$ cat src/rtl/dds_pkg.sv
// Shared types and constants for the DDS wave sequencer and its quarter-wave fold.
package dds_pkg;

  localparam int ACC_W_DEF  = 32;
  localparam int TBL_AW_DEF = 6;
  localparam int TBL_DW_DEF = 9;
  localparam int OUT_W_DEF  = TBL_DW_DEF + 1;
  localparam int PHASE_W    = 8;

  localparam logic [OUT_W_DEF-1:0] MIDSCALE = 10'h200;

  typedef enum logic [1:0] {
    SINE = 2'd0,
    TRI  = 2'd1,
    SQU  = 2'd2,
    OFF  = 2'd3
  } wave_e;

  typedef enum logic [1:0] {
    S_IDLE = 2'd0,
    S_RUN  = 2'd1,
    S_PEND = 2'd2
  } state_e;

endpackage

$ cat src/rtl/dds_quarter_fold.sv
// Combinational quarter-wave folding: phase index -> {table address, sign},
// and sign + quarter-table data -> full-period offset-binary sample.
module dds_quarter_fold #(
  parameter int TBL_AW = 6,
  parameter int TBL_DW = 9,
  parameter int OUT_W  = 10
) (
  input  logic [TBL_AW+1:0] phase_idx,
  output logic [TBL_AW-1:0] addr,
  output logic              neg,
  input  logic              rec_neg,
  input  logic [1:0]        rec_wave,
  input  logic [TBL_DW-1:0] rec_data,
  output logic [OUT_W-1:0]  sample
);

  localparam logic [OUT_W-1:0] MID = OUT_W'(1) << (OUT_W - 1);

  logic [1:0]        quad;
  logic [TBL_AW-1:0] idx;
  logic [OUT_W-1:0]  ext;

  always_comb begin
    quad = phase_idx[TBL_AW+1:TBL_AW];
    idx  = phase_idx[TBL_AW-1:0];
    // Odd quadrants run the table backwards; ~idx is (2^TBL_AW - 1) - idx.
    addr = quad[0] ? ~idx : idx;
    neg  = quad[1];
  end

  always_comb begin
    ext = OUT_W'(rec_data);
    if (rec_wave == 2'd3) begin
      sample = MID;
    end else if (rec_neg) begin
      sample = MID - OUT_W'(1) - ext;
    end else begin
      sample = MID + ext;
    end
  end

endmodule

$ cat src/rtl/dds_wave_sequencer.sv
// Phase-accumulator sequencer: acc (n) -> table address/sign (n+1) -> DAC sample (n+2).
// New configs are accepted into a shadow while running and swapped in at the accumulator wrap.
module dds_wave_sequencer
  import dds_pkg::*;
#(
  parameter int ACC_W  = 32,
  parameter int TBL_AW = 6,
  parameter int TBL_DW = 9,
  parameter int OUT_W  = 10
) (
  input  logic              clk,
  input  logic              rst,
  input  logic              en,
  input  logic              cfg_valid,
  output logic              cfg_ready,
  input  logic [ACC_W-1:0]  cfg_fword,
  input  logic [1:0]        cfg_wave,
  input  logic [7:0]        cfg_phase,
  output logic [1:0]        tbl_sel,
  output logic [TBL_AW-1:0] tbl_addr,
  input  logic [TBL_DW-1:0] tbl_data,
  output logic [OUT_W-1:0]  dac_data,
  output logic              dac_valid,
  output logic              cycle_start
);

  localparam int PW = TBL_AW + 2;
  localparam logic [OUT_W-1:0] MID = OUT_W'(1) << (OUT_W - 1);

  state_e            state, state_nxt;
  logic [ACC_W-1:0]  acc, acc_nxt;
  logic [ACC_W-1:0]  act_fword, act_fword_nxt, sh_fword, sh_fword_nxt;
  wave_e             act_wave, act_wave_nxt, sh_wave, sh_wave_nxt;
  logic [7:0]        act_phase, act_phase_nxt, sh_phase, sh_phase_nxt;
  logic [ACC_W:0]    sum;
  logic              carry;
  logic              accept;
  logic              wrap_nxt;

  logic              wrap0, wrap1, vld1, sign1;
  logic [PW-1:0]     p_idx;
  logic [TBL_AW-1:0] fold_addr;
  logic              fold_neg;
  logic [OUT_W-1:0]  sample;

  always_comb begin
    state_nxt     = state;
    acc_nxt       = acc;
    act_fword_nxt = act_fword;
    act_wave_nxt  = act_wave;
    act_phase_nxt = act_phase;
    sh_fword_nxt  = sh_fword;
    sh_wave_nxt   = sh_wave;
    sh_phase_nxt  = sh_phase;
    wrap_nxt      = 1'b0;
    cfg_ready     = (state != S_PEND);
    accept        = cfg_valid && cfg_ready;
    sum           = {1'b0, acc} + {1'b0, act_fword};
    carry         = sum[ACC_W];

    if (!en) begin
      state_nxt = S_IDLE;
      acc_nxt   = '0;
      // Leaving run mode promotes whatever config is waiting, so nothing is lost.
      if (state == S_PEND) begin
        act_fword_nxt = sh_fword;
        act_wave_nxt  = sh_wave;
        act_phase_nxt = sh_phase;
      end else if (accept) begin
        act_fword_nxt = cfg_fword;
        act_wave_nxt  = wave_e'(cfg_wave);
        act_phase_nxt = cfg_phase;
      end
    end else begin
      case (state)
        S_IDLE: begin
          state_nxt = S_RUN;
          if (accept) begin
            act_fword_nxt = cfg_fword;
            act_wave_nxt  = wave_e'(cfg_wave);
            act_phase_nxt = cfg_phase;
          end
        end
        S_RUN: begin
          acc_nxt  = sum[ACC_W-1:0];
          wrap_nxt = carry;
          if (accept) begin
            sh_fword_nxt = cfg_fword;
            sh_wave_nxt  = wave_e'(cfg_wave);
            sh_phase_nxt = cfg_phase;
            state_nxt    = S_PEND;
          end
        end
        S_PEND: begin
          acc_nxt  = sum[ACC_W-1:0];
          wrap_nxt = carry;
          // A zero tuning word never wraps, so swap immediately instead of stalling forever.
          if (carry || (act_fword == '0)) begin
            act_fword_nxt = sh_fword;
            act_wave_nxt  = sh_wave;
            act_phase_nxt = sh_phase;
            state_nxt     = S_RUN;
          end
        end
        default: state_nxt = S_IDLE;
      endcase
    end
  end

  always_ff @(posedge clk or posedge rst) begin
    if (rst) begin
      state     <= S_IDLE;
      acc       <= '0;
      act_fword <= '0;
      act_wave  <= OFF;
      act_phase <= '0;
      sh_fword  <= '0;
      sh_wave   <= OFF;
      sh_phase  <= '0;
      wrap0     <= 1'b0;
    end else begin
      state     <= state_nxt;
      acc       <= acc_nxt;
      act_fword <= act_fword_nxt;
      act_wave  <= act_wave_nxt;
      act_phase <= act_phase_nxt;
      sh_fword  <= sh_fword_nxt;
      sh_wave   <= sh_wave_nxt;
      sh_phase  <= sh_phase_nxt;
      wrap0     <= wrap_nxt;
    end
  end

  assign p_idx = acc[ACC_W-1 -: PW] + PW'(act_phase);

  dds_quarter_fold #(
    .TBL_AW(TBL_AW),
    .TBL_DW(TBL_DW),
    .OUT_W (OUT_W)
  ) u_fold (
    .phase_idx(p_idx),
    .addr     (fold_addr),
    .neg      (fold_neg),
    .rec_neg  (sign1),
    .rec_wave (tbl_sel),
    .rec_data (tbl_data),
    .sample   (sample)
  );

  always_ff @(posedge clk or posedge rst) begin
    if (rst) begin
      tbl_addr <= '0;
      tbl_sel  <= 2'd3;
      sign1    <= 1'b0;
      vld1     <= 1'b0;
      wrap1    <= 1'b0;
    end else begin
      tbl_addr <= fold_addr;
      tbl_sel  <= act_wave;
      sign1    <= fold_neg;
      vld1     <= en && (state != S_IDLE);
      wrap1    <= en && wrap0;
    end
  end

  // Dropping en kills the in-flight sample right away and parks the DAC at midscale.
  always_ff @(posedge clk or posedge rst) begin
    if (rst) begin
      dac_data    <= MID;
      dac_valid   <= 1'b0;
      cycle_start <= 1'b0;
    end else if (!en) begin
      dac_data    <= MID;
      dac_valid   <= 1'b0;
      cycle_start <= 1'b0;
    end else begin
      dac_data    <= vld1 ? sample : MID;
      dac_valid   <= vld1;
      cycle_start <= vld1 && wrap1;
    end
  end

endmodule
$ cat config.mk
export PLATFORM = sky130hd
export DESIGN_NAME = dds_wave_sequencer
export DESIGN_NICKNAME = d
export VERILOG_FILES = /design/src/rtl/dds_pkg.sv /design/src/rtl/dds_quarter_fold.sv /design/src/rtl/dds_wave_sequencer.sv
export SDC_FILE = /design/constraint.sdc
export NUM_CORES = 1
export LEC_CHECK = 0
export CAP_MARGIN = 0
export CELL_PAD_IN_SITES_DETAIL_PLACEMENT = 0
export CELL_PAD_IN_SITES_GLOBAL_PLACEMENT = 2
export CORE_ASPECT_RATIO = 1.5
export CORE_MARGIN = 10
export CORE_UTILIZATION = 38
export CTS_CLUSTER_DIAMETER = 150
export DETAILED_ROUTE_END_ITERATION = 7
export PLACE_DENSITY = 0.92
export SLEW_MARGIN = 20
export SYNTH_ARGS = -nofsm -noshare
export SYNTH_HDL_FRONTEND = slang
export SYNTH_SLANG_ARGS = --single-unit
$ cat constraint.sdc
create_clock -name clk -period 6.03 [get_ports clk]
set_input_delay 1.809 -clock clk [delete_from_list [all_inputs] [get_ports clk]]
set_output_delay 1.809 -clock clk [all_outputs]
set_load 0.1 [all_outputs]
Word level (Yosys, flattened, before mapping)
Index checks and enable logic that the tools add are counted.

Bits in registers: 142. Latch bits: 0. Memory bits (writable): 0. Bits in read-only memories: 0. Output and inout bits: 21. Word-level logic and storage cells: 72. Memories kept: 0.

Add/subtract/negate cells: 4. Multipliers: 0. Div/mod/pow operators: 0. Magnitude comparators: 0. Equality and inequality tests: 8. Shifts and indexed selects: 0. Mux-type cells: 30. Bitwise logic cells: 1. Reduce and logical (&&, ||, !) cells: 12.

Operator list (number): 32-bit 2-to-1 mux (6); 32-bit case mux with 2 select lines (1); 10-bit 2-to-1 mux (4); 32-bit by 32-bit adder with 33-bit output (1); 32-bit logical NOT (1); 8-bit 2-to-1 mux (4); 8-bit case mux with 2 select lines (1); 2-bit 2-to-1 mux (7); 10-bit by 9-bit adder with 10-bit output, first input constant (1); 9-bit by 9-bit subtractor with 10-bit output, first input constant (1); 8-bit adder (1); 6-bit 2-to-1 mux (1); 6-bit inverter (1); 2-bit case mux with 3 select lines (1); 2-bit == test, second input constant (2); 1-bit logical AND (4); 1-bit 2-to-1 mux (4); 2-bit != test, second input constant (2); 2-bit case mux with 2 select lines (1); 2-bit AND reduction (2); 3-bit by 1-bit != test with 1-bit output, second input constant (1); 3-bit by 2-bit != test with 1-bit output, second input constant (1); 3-bit != test, second input constant (1); 3-bit AND reduction (1); other kinds (5) (5).

Depth between registers and ports, before layout
Gate-level depths: netlist (run 1).

Depth in word-level cells: 5. Depth in mapped cells: 12. Mapped depth without buffers: 10.

Cells and area by module
A second synthesis (run 1) with hierarchy kept.

Cell total of the unflattened synthesis: 722. Area, all modules: 8331.7 sq um.

By module, submodules not included: dds_wave_sequencer (instances 1, cells each 692, area each 8119.0 sq um); dds_quarter_fold (instances 1, cells each 30, area each 212.7 sq um).

Worst setup path after synthesis (run 1)
OpenSTA, ideal clock, no wires.

Kind: reg-to-output. Start: register state[0]. End: output cfg_ready. Arrival time: 1.948 ns. Path slack: 2.273 ns. Stages on the path, launching flop included: 6. Path through: dfrtp_1 -> inv_1 -> ha_1 -> clkbuf_1 -> buf_1 -> inv_1.

Word-level cells in the longest chain between the ends: 1.

Ends and longest elaborated chain: start: declaration (line dds_wave_sequencer.sv:30) `state_e state, state_nxt;`; start signal: assignment (line dds_wave_sequencer.sv:122) `state <= state_nxt;`; 2-bit != test (line dds_wave_sequencer.sv:56) `cfg_ready = (state != S_PEND);`; end: declaration (line dds_wave_sequencer.sv:15) `output logic cfg_ready,`.

No other way between the ends.

Final worst setup path (run 1)
Same ends and word-level chain as after synthesis.

==> run metrics, run 1 <==
crit end category=output port; WP data required=4.22 ns; Die Footprint=0.0265 mm^2; Final Critical Period=4.47 ns; Post-Place Setup Slack=1.94 ns; run status=complete, no violations; Placed Instance Area=0.00870 mm^2; type of the worst min-delay path=flip-flop to flip-flop; Port Buffer Count=75; Sw Share=between 40% and 50%; Sequential Power Share=32.6%; worst-case reg-to-reg path depth=10; mux share of post-synthesis cell area=13.8%; RSZ-0062 raised after global routing=false; Clk pwr share=20.7%; Worst-Skew Late Latency=~0.42 ns; vias in the first global route=between 5,000 and 6,000; hold buffers post-CTS=0; largest net degree at the start of global routing=85; Synth area leaders=dfrtp_1, mux2i_1, ha_1; post-synthesis simple-gate area fraction=a little under an eighth; commonest register cell after synthesis=dfrtp_1; Fmax=224 MHz; setup_tns=0 ns; initial antenna violation count=0; Seq cells post-synth=between 100 and 150; Starting Density=38.8%; Slew @ Worst Pin=1.02 ns; post-synthesis sequential area ratio=between 40 and 50%; post-synth top area share=43.8%; H-tree Lvls=4; Rows=63; IO Count=76; combinational share of power=46.7%; largest family of logic cells by synthesized area=multiplexers; final non-filler cell area=0.00928 mm^2; FFs w/ async S/R, synth=100%; Min-Delay Path Depth=0; post-synthesis compound-gate area fraction=13.1%; final period utilization=74.1%; hpwl dp=13,400 um; Fillers=approximately 1,900; Distinct cells, synth=between 60 and 70; Setup Fix Bufs, Post-CTS=0; Clock Tree Buf Depth=2; CTS clk-pin slew, worst paths=0.07 ns; kind of critical path=flip-flop to output port; Switch Pwr=between 0.002 and 0.0025 W; final setup fails=0; first-pass GRT wire length=30,400 um; die width=136 um; total wire length=roughly 18,000 um; maxcap violations=0; CP Max Fanout=18; RR Endpoint=act_fword[12]; EDFF count, synth=0; Die Span Y=194 um; final hold violations=0; PnR worst setup slack=~1.6 ns; Root Buffer=clkbuf_16; Final Max Slew Viols=0; Yosys top cell by area=dfrtp_1; initial DRC count=282; core area=0.0199 mm^2; Syn Area/Cell=10.5 um^2; slew margin rel.=31.8%; Syn. warnings=0; Mapped Area=0.00771 mm^2; Antenna diodes=0; DR vias=5,582; syn_nets=between 800 and 900; Static Leak=3.97 nW; Pint=0.00296 W; Reg-to-Reg Start=acc[0]; gr ovfl total=0; # nets final=905; Hold Crit Start=act_wave[1]; CTS buffer count=17; commonest non-fill, non-tap cells in the layout=dfrtp_1, clkdlybuf4s50_1, nand2_1, mux2i_1, nor2_1; type of origin of the critical path=flip-flop; Synth Area in XOR/XNOR=5.00%; clock skew=0.00919 ns; r2r setup slk=roughly 2.4 ns; clock tree sinks=142; commonest non-fill, non-tap cell in the layout=dfrtp_1; worst hold endpoint=tbl_sel[1]; DRC=0; CTS tree=done; Vias/cell=5.18; Peak supply drop=0.185 mV; cts repair resizes=0; Worst Path Arrival=2.66 ns; Antenna Nets Post-Route=0; synth-to-layout area growth=20.3%; global placer's final weighted congestion=0.881; Synth Area in Adders=7.49%; layout cells sized above 1=11.9%; Power per Cell Area=548 mW/mm^2; Pre-Repair DR Iteration Count=4; Mapped Cells=736; GRT Total Usage=14.3%; WL/cell=17.0 um
-- per-layer routing --
metal	GRT usage, %	vias up	wire length, um
met5	0	-	0
met4	4.73	0	285
met3	1.94	19	453
li1	-	2777	-
met2	25.7	80	9840
met1	16.9	2706	7800
-- registers in the layout (all words and copies together) (netlist names) --
signal and count:
act_wave 2, sign1 1, dac_data 10, vld1 1, act_fword 32, wrap1 1
act_phase 8, sh_phase 8, acc 32, dac_valid 1, tbl_addr 6, sh_wave 2
state 2, wrap0 1, cycle_start 1, sh_fword 32, tbl_sel 2
-- cell usage after synthesis, drive strengths merged, types with 3 or more instances --
cell     instances
a2111oi          3
a211oi           6
a21o             8
a21oi           34
a31oi            3
and2             5
buf             11
clkbuf          22
dfrtp          135
dfstp            7
ha              43
inv             17
mux2            43
mux2i           58
nand2           73
nand3           15
nand4            9
nor2            55
nor2b            4
nor3             7
nor4             9
o211ai           7
o21a             5
o21ai           64
o21bai           6
or3              4
xnor2           37
xor2             7
-- logic make-up after synthesis --
| group | count (synthesis) |
|---|---|
| compound gates | 161 |
| xor+xnor | 44 |
| fa+ha+maj | 45 |
| buf+inv | 50 |
| flops | 142 |
| mux | 101 |
| simple gates | 193 |
-- critical path: stages (launching register included) --
cell	delay, ns
dfrtp_1	0.40
inv_1	0.11
ha_2	0.65
inv_1	0.08
clkdlybuf4s50_1	0.99
-- power by group through the flow --
stage	clock network [W]	logic, W	registers [W]
after global placement	0	0.00235	0.00167
final	0.00105	0.00238	0.00166
after global routing	0.00111	0.00264	0.00171
after detailed placement	0	0.00239	0.00168
after floorplan	0	0.00168	0.00184
after CTS	0.00107	0.00240	0.00166
-- through the flow --
stage / std cells / hold slack, ns / total power, W / util (%)
floorplan: 736 / 0.354 / 0.00352 / -
global placement: 1046 / 0.360 / 0.00402 / 43.8
detailed placement: 1046 / 0.357 / 0.00407 / 43.8
CTS: 1078 / 0.366 / 0.00513 / 46.7
global route: 1078 / 0.371 / 0.00547 / 46.7
finish: 1078 / 0.366 / 0.00509 / 46.7
-- layout make-up --
class,count,area (um^2),share of cell area [%]
multi-input combinational,544,3930,42.4
tap,260,325,3.50
timing repair buffer,83,811,8.74
clock buffer,20,447,4.81
sequential,142,3560,38.4
clock inverter,12,136,1.47
inverter,17,68.8,0.741
-- how the worst max path moves through the flow --
stage	to	startpoint	slack, ns	cells after the start
after detailed placement	act_fword[12]	en	1.94	6
after global placement	act_fword[12]	en	2.00	6
after CTS	cfg_ready	state[0]	1.50	4
after global routing	cfg_ready	state[0]	1.47	4
after floorplan	acc[0]	rst	0.42	1
final	cfg_ready	state[0]	1.56	4
No activity file was read; power rests on OpenSTA's default activity.
==> run 2: changes to the inputs <==
Settings changed: CORE_UTILIZATION 38 to 34, PLACE_DENSITY 0.92 to 0.87.
Clock period 6.03 ns to 3.6 ns, I/O delays scaled along.
==> run 2 against run 1 <==
Compared with the run above:
- hold slack about the same
- global-route usage shrank 1.1 points
- routed wire length shrank 0.47%
- sequential share of layout area is 0.067 points lower
- utilization shrank 5.2 points
- die area grew 10%
- combinational power increased by 67%
- first-iteration DRC count decreased by 6.0%
- non-clock buffer count grew 1
==> run metrics, run 2 (synthesis results as in run 1) <==
run status=complete, no violations; maxcap violations=0 (unchanged); DR vias=5,564 (-0.32%); Rows=67 (+6.3%); setup_tns=0 ns (unchanged); Sequential Power Share=32.8% (+0.2 points); final setup fails=0 (unchanged); critical-path cell list=ha_1 > fa_1 > a21o_1 > and4_1 > o311a_1 > o2111ai_2 > a21boi_1 > o32ai_4 > buf_12 > o21ai_0; Peak supply drop=0.347 mV (+88%); DR WL met3=466 um (+2.9%); layout cells sized above 1=14.4% (+2.6 points); Antenna diodes=0 (unchanged); Power per Cell Area=913 mW/mm^2 (+67%); Final Critical Period=3.14 ns; Fillers=2,159 (+13%); Switch Pwr=0.00352 W (+66%); type of origin of the critical path=flip-flop; kind of critical path=flip-flop to flip-flop; commonest non-fill, non-tap cell in the layout=dfrtp_1; synth-to-layout area growth=20.5%; Slew @ Worst Pin=0.775 ns (-0.245 ns); gr ovfl total=0 (unchanged); CP top delay family=compound AO/OA/AOI/OAI gates; WL/cell=16.7 um (-1.9%); H-tree Lvls=4 (unchanged); final period utilization=87.3%; Pre-Repair DR Iteration Count=4 (unchanged); Vias/cell=5.09 (-1.8%); final hold violations=0 (unchanged); Worst Path Buf+Inv=1 (-2); clock tree sinks=142 (unchanged); hold buffers post-CTS=0 (unchanged); clock skew=0.00711 ns (-0.00208 ns); Pint=0.00497 W (+68%); total wire length=18,300 um (-0.47%); Sw Share=41.5% (-0.27 points); Setup Fix Bufs, Post-CTS=0 (unchanged); Final Max Slew Viols=0 (unchanged); Worst Path Arrival=3.44 ns (+0.78 ns); DRC=0 (unchanged); Worst-Skew Late Latency=0.43 ns (about the same); global placer's final weighted congestion=0.833 (-5.4%); Placed Instance Area=0.00872 mm^2 (+0.27%); cts repair resizes=0 (unchanged); CTS clk-pin slew, worst paths=0.06 ns (about the same); Port Buffer Count=75 (unchanged); WL met1=7680 um (-1.6%); combinational share of power=46.9% (+0.2 points); die width=143 um (+4.9%); WP data required=3.90 ns (-0.32 ns); CP Max Fanout=84 (+66); # nets final=906 (+0.11%); slowest stage delay, CP=0.42 ns (-0.57 ns); top layer reached by signal wires=met4; final non-filler cell area=0.00930 mm^2 (+0.18%); biggest regs=acc (32), act_fword (32), sh_fword (32); Starting Density=34.5% (-4.4 points); DR WL met2=9760 um (-0.86%); commonest non-fill, non-tap cells in the layout=dfrtp_1, nand2_1, mux2i_1, nor2_1, clkdlybuf4s50_1; Tot Pwr=0.00849 W (+67%); initial DRC count=265 (-6.0%); CTS tree=done; Root Buffer=clkbuf_16; Die Footprint=0.0292 mm^2 (+10%); Clk pwr share=20.3% (-0.4 points); core area=0.0224 mm^2 (+13%); initial antenna violation count=0 (unchanged); GRT Total Usage=13.2% (-1.1 points); RSZ-0062 raised after global routing=false; type of the worst min-delay path=flip-flop to flip-flop; Die Span Y=204 um (+5.1%); largest net degree at the start of global routing=85 (unchanged); IO Count=76 (unchanged); slew margin rel.=48.0% (+16 points); Static Leak=4.02 nW (+1.2%); Clock Tree Buf Depth=2 (unchanged); vias in the first global route=5,858 (-0.56%); Antenna Nets Post-Route=0 (unchanged); CTS buffer count=17 (unchanged); Critical-path top delay cell=fa_1; hpwl dp=13,700 um (+2.2%); Fmax=318 MHz; first-pass GRT wire length=30,400 um (-0.16%); hold_ws=0.366 ns (+0.000244 ns); crit end category=flip-flop
[run 2: through the flow]
step                      std cells  util [%]  setup slack [ns]
after floorplan                 736         -             0.572
after global placement         1063      39.0             0.496
after detailed placement       1063      39.0             0.449
after CTS                      1094      41.5             0.433
after global routing           1094      41.5             0.207
final                          1094      41.5             0.458
[run 2: path summary, 6_finish.rpt]
| check | start | to | slack [ns] | cells after the start |
|---|---|---|---|---|
| min in group asynchronous | rst | dac_data[1] | 0.99 | 2 |
| worst max-delay path | acc[0] | act_fword[12] | 0.46 | 10 |
| worst min-delay path | act_wave[1] | tbl_sel[1] | 0.37 | 0 |
| worst max register to register | acc[0] | act_fword[12] | 0.46 | 10 |
| max in group asynchronous | rst | act_wave[0] | 1.80 | 3 |
| worst min register to register | act_wave[1] | tbl_sel[1] | 0.37 | 0 |
[run 2: per-layer routing]
layer  global-route usage, %  up-vias
met4                    5.14        0
met2                    23.4       73
li1                        -     2780
met1                    15.2     2686
met3                    2.44       25
met5                       0        -
[run 2: power by group through the flow]
stage | Sequential (W) | Combinational (W) | Clock [W]
finish | 0.00278 | 0.00398 | 0.00173
global route | 0.00288 | 0.00444 | 0.00183
CTS | 0.00280 | 0.00402 | 0.00177
detailed placement | 0.00282 | 0.00401 | 0
global placement | 0.00280 | 0.00397 | 0
floorplan | 0.00308 | 0.00281 | 0
[run 2: worst reg2reg max path, cell delays in order, from the launching register on]
cell,delay (ns)
dfrtp_1,0.38
ha_1,0.24
fa_1,0.42
a21o_1,0.19
and4_1,0.22
o311a_1,0.37
o2111ai_2,0.22
a21boi_1,0.16
o32ai_4,0.33
buf_12,0.33
o21ai_0,0.16
[run 2: layout make-up]
cell class	count	area, um^2	share of cell area, %
clock buffer	21	460	4.95
clock inverter	10	115	1.24
inverter	17	67.6	0.727
multi-input combinational	544	3930	42.3
sequential	142	3560	38.3
tap	276	345	3.71
timing repair buffer	84	816	8.77
==> run 3: changes to the inputs <==
Settings changed: CORE_UTILIZATION 34 to 35, CTS_BUF_LIST from default to sky130_fd_sc_hd__clkbuf_4 sky130_fd_sc_hd__clkbuf_8, PLACE_DENSITY 0.87 to 0.89.
==> run 3 against run 2 <==
Compared with the run above:
- first-iteration DRC count grew 26%
- via count up 0.34%
- utilization rose by 0.55 points
- design area decreased by 1.7%
- non-clock buffer count increased by 3
- routed wire length shrank 0.15%
- sequential cell count unchanged
- sequential share of layout area up 0.66 points
- critical path type unchanged
==> run metrics, run 3 (synthesis results as in run 1) <==
# nets final=909 (+0.33%); Static Leak=3.96 nW (-1.4%); slowest stage delay, CP=0.42 ns (about the same); biggest regs=acc (32), act_fword (32), sh_fword (32); type of the worst min-delay path=flip-flop to flip-flop; fin util=42.1% (+0.55 points); core area=0.0217 mm^2 (-3.0%); CP top delay family=compound AO/OA/AOI/OAI gates; Placed Instance Area=0.00875 mm^2 (+0.34%); Pre-Repair DR Iteration Count=4 (unchanged); RSZ-0062 raised after global routing=false; run status=complete, no violations; Rows=66 (-1.5%); vias in the first global route=5,776 (-1.4%); Peak supply drop=0.350 mV (+0.67%); IO Count=76 (unchanged); first-pass GRT wire length=30,200 um (-0.59%); largest net degree at the start of global routing=71 (-16%); critical-path cell list=ha_1 > fa_1 > a21o_1 > and4_1 > o311a_1 > o2111ai_2 > a21boi_1 > o32ai_4 > buf_4 > o21ai_0; Die Footprint=0.0285 mm^2 (-2.5%); H-tree Lvls=4 (unchanged); Vias/cell=5.10 (+0.34%); maxcap violations=0 (unchanged); hold buffers post-CTS=0 (unchanged); CP Max Fanout=30 (-64%); Root Buffer=clkbuf_8; Worst Path Arrival=3.53 ns (+0.09 ns); Antenna diodes=0 (unchanged); layout cells sized above 1=15.1% (+0.66 points); WP data required=3.94 ns (+0.04 ns); CTS tree=done; kind of critical path=flip-flop to flip-flop; crit end category=flip-flop; cts repair resizes=0 (unchanged); Final Critical Period=3.19 ns (+0.0499 ns); DRC=0 (unchanged); clock tree sinks=142 (unchanged); initial antenna violation count=0 (unchanged); setup_tns=0 ns (unchanged); Setup Fix Bufs, Post-CTS=0 (unchanged); type of origin of the critical path=flip-flop; final setup fails=0 (unchanged); commonest non-fill, non-tap cell in the layout=dfrtp_1; Port Buffer Count=75 (unchanged); Critical-path top delay cell=fa_1; final hold violations=0 (unchanged); Slew @ Worst Pin=0.783 ns (+0.00864 ns); WL/cell=16.7 um (-0.15%); synth-to-layout area growth=18.5%; Fmax=313 MHz (-1.6%); Worst Path Buf+Inv=1 (unchanged); final non-filler cell area=0.00914 mm^2 (-1.7%); global placer's final weighted congestion=0.815 (-2.2%); gr ovfl total=0 (unchanged); DR vias=5,583 (+0.34%); CTS buffer count=17 (unchanged); die width=141 um (-1.2%); Antenna Nets Post-Route=0 (unchanged); final period utilization=88.7% (+1.4 points); slew margin rel.=47.4% (-0.58 points); Power per Cell Area=882 mW/mm^2 (-3.4%); CTS clk-pin slew, worst paths=0.09 ns (+0.03 ns); Starting Density=35.5% (+1.1 points); Worst-Skew Late Latency=0.47 ns (+0.04 ns); Die Span Y=202 um (-1.3%); clock skew=0.0155 ns (+0.00837 ns); Final Max Slew Viols=0 (unchanged); initial DRC count=333 (+26%); Clock Tree Buf Depth=2 (unchanged); hpwl dp=13,900 um (+1.3%); GRT Total Usage=13.2% (+0.025 points); commonest non-fill, non-tap cells in the layout=dfrtp_1, nand2_1, mux2i_1, nor2_1, clkdlybuf4s50_1; total wire length=18,300 um (-0.15%)
-- run 3: cell types whose count changed in the layout (fill, tap and decap cells not counted), sizes merged --
cell	before	now
buf	30	33
bufinv	2	1
clkbuf	21	19
clkinvlp	4	2
inv	16	22
-- run 3: path summary, 6_finish.rpt --
check | from | cells after the start | end | slack [ns]
max in group asynchronous | rst | 3 | sh_fword[9] | 1.83
worst max-delay path | acc[0] | 10 | act_fword[12] | 0.41
worst min register to register | act_wave[1] | 0 | tbl_sel[1] | 0.37
worst max register to register | acc[0] | 10 | act_fword[12] | 0.41
worst min-delay path | act_wave[1] | 0 | tbl_sel[1] | 0.37
min in group asynchronous | rst | 2 | tbl_addr[1] | 1.02
-- run 3: power by group --
part	switching, W	leakage, nW	total (W)	internal [W]
Combinational	0.00237	1.99	0.00402	0.00165
Clock	0.000666	0.201	0.00126	0.000598
Sequential	0.000496	1.78	0.00278	0.00229
Total	0.00353	3.96	0.00807	0.00454
-- run 3: final cells by class --
| type | instances | area [um^2] |
|---|---|---|
| Clock inverter | 13 | 128 |
| Fill cell | 2095 | 12600 |
| Clock buffer | 19 | 262 |
| Multi-Input combinational cell | 544 | 3930 |
| Inverter | 17 | 67.6 |
| Timing Repair Buffer | 87 | 851 |
| Tap cell | 272 | 340 |
| Sequential cell | 142 | 3560 |
-- run 3: metal layers --
metal / global-route usage (%) / share of wire (%)
met1: 14.9 / 42
met5: 0 / 0
met4: 6.69 / 3.2
met2: 22.9 / 53
met3: 2.70 / 2.4
-- run 3: through the flow --
step                      power (W)  instances  hold slack, ns  worst slack [ns]
after floorplan             0.00589        736           0.354             0.572
after global routing        0.00871       1094           0.375             0.217
final                       0.00807       1094           0.369             0.408
after CTS                   0.00816       1094           0.370             0.381
after detailed placement    0.00687       1062           0.358             0.410
after global placement      0.00682       1062           0.357             0.484
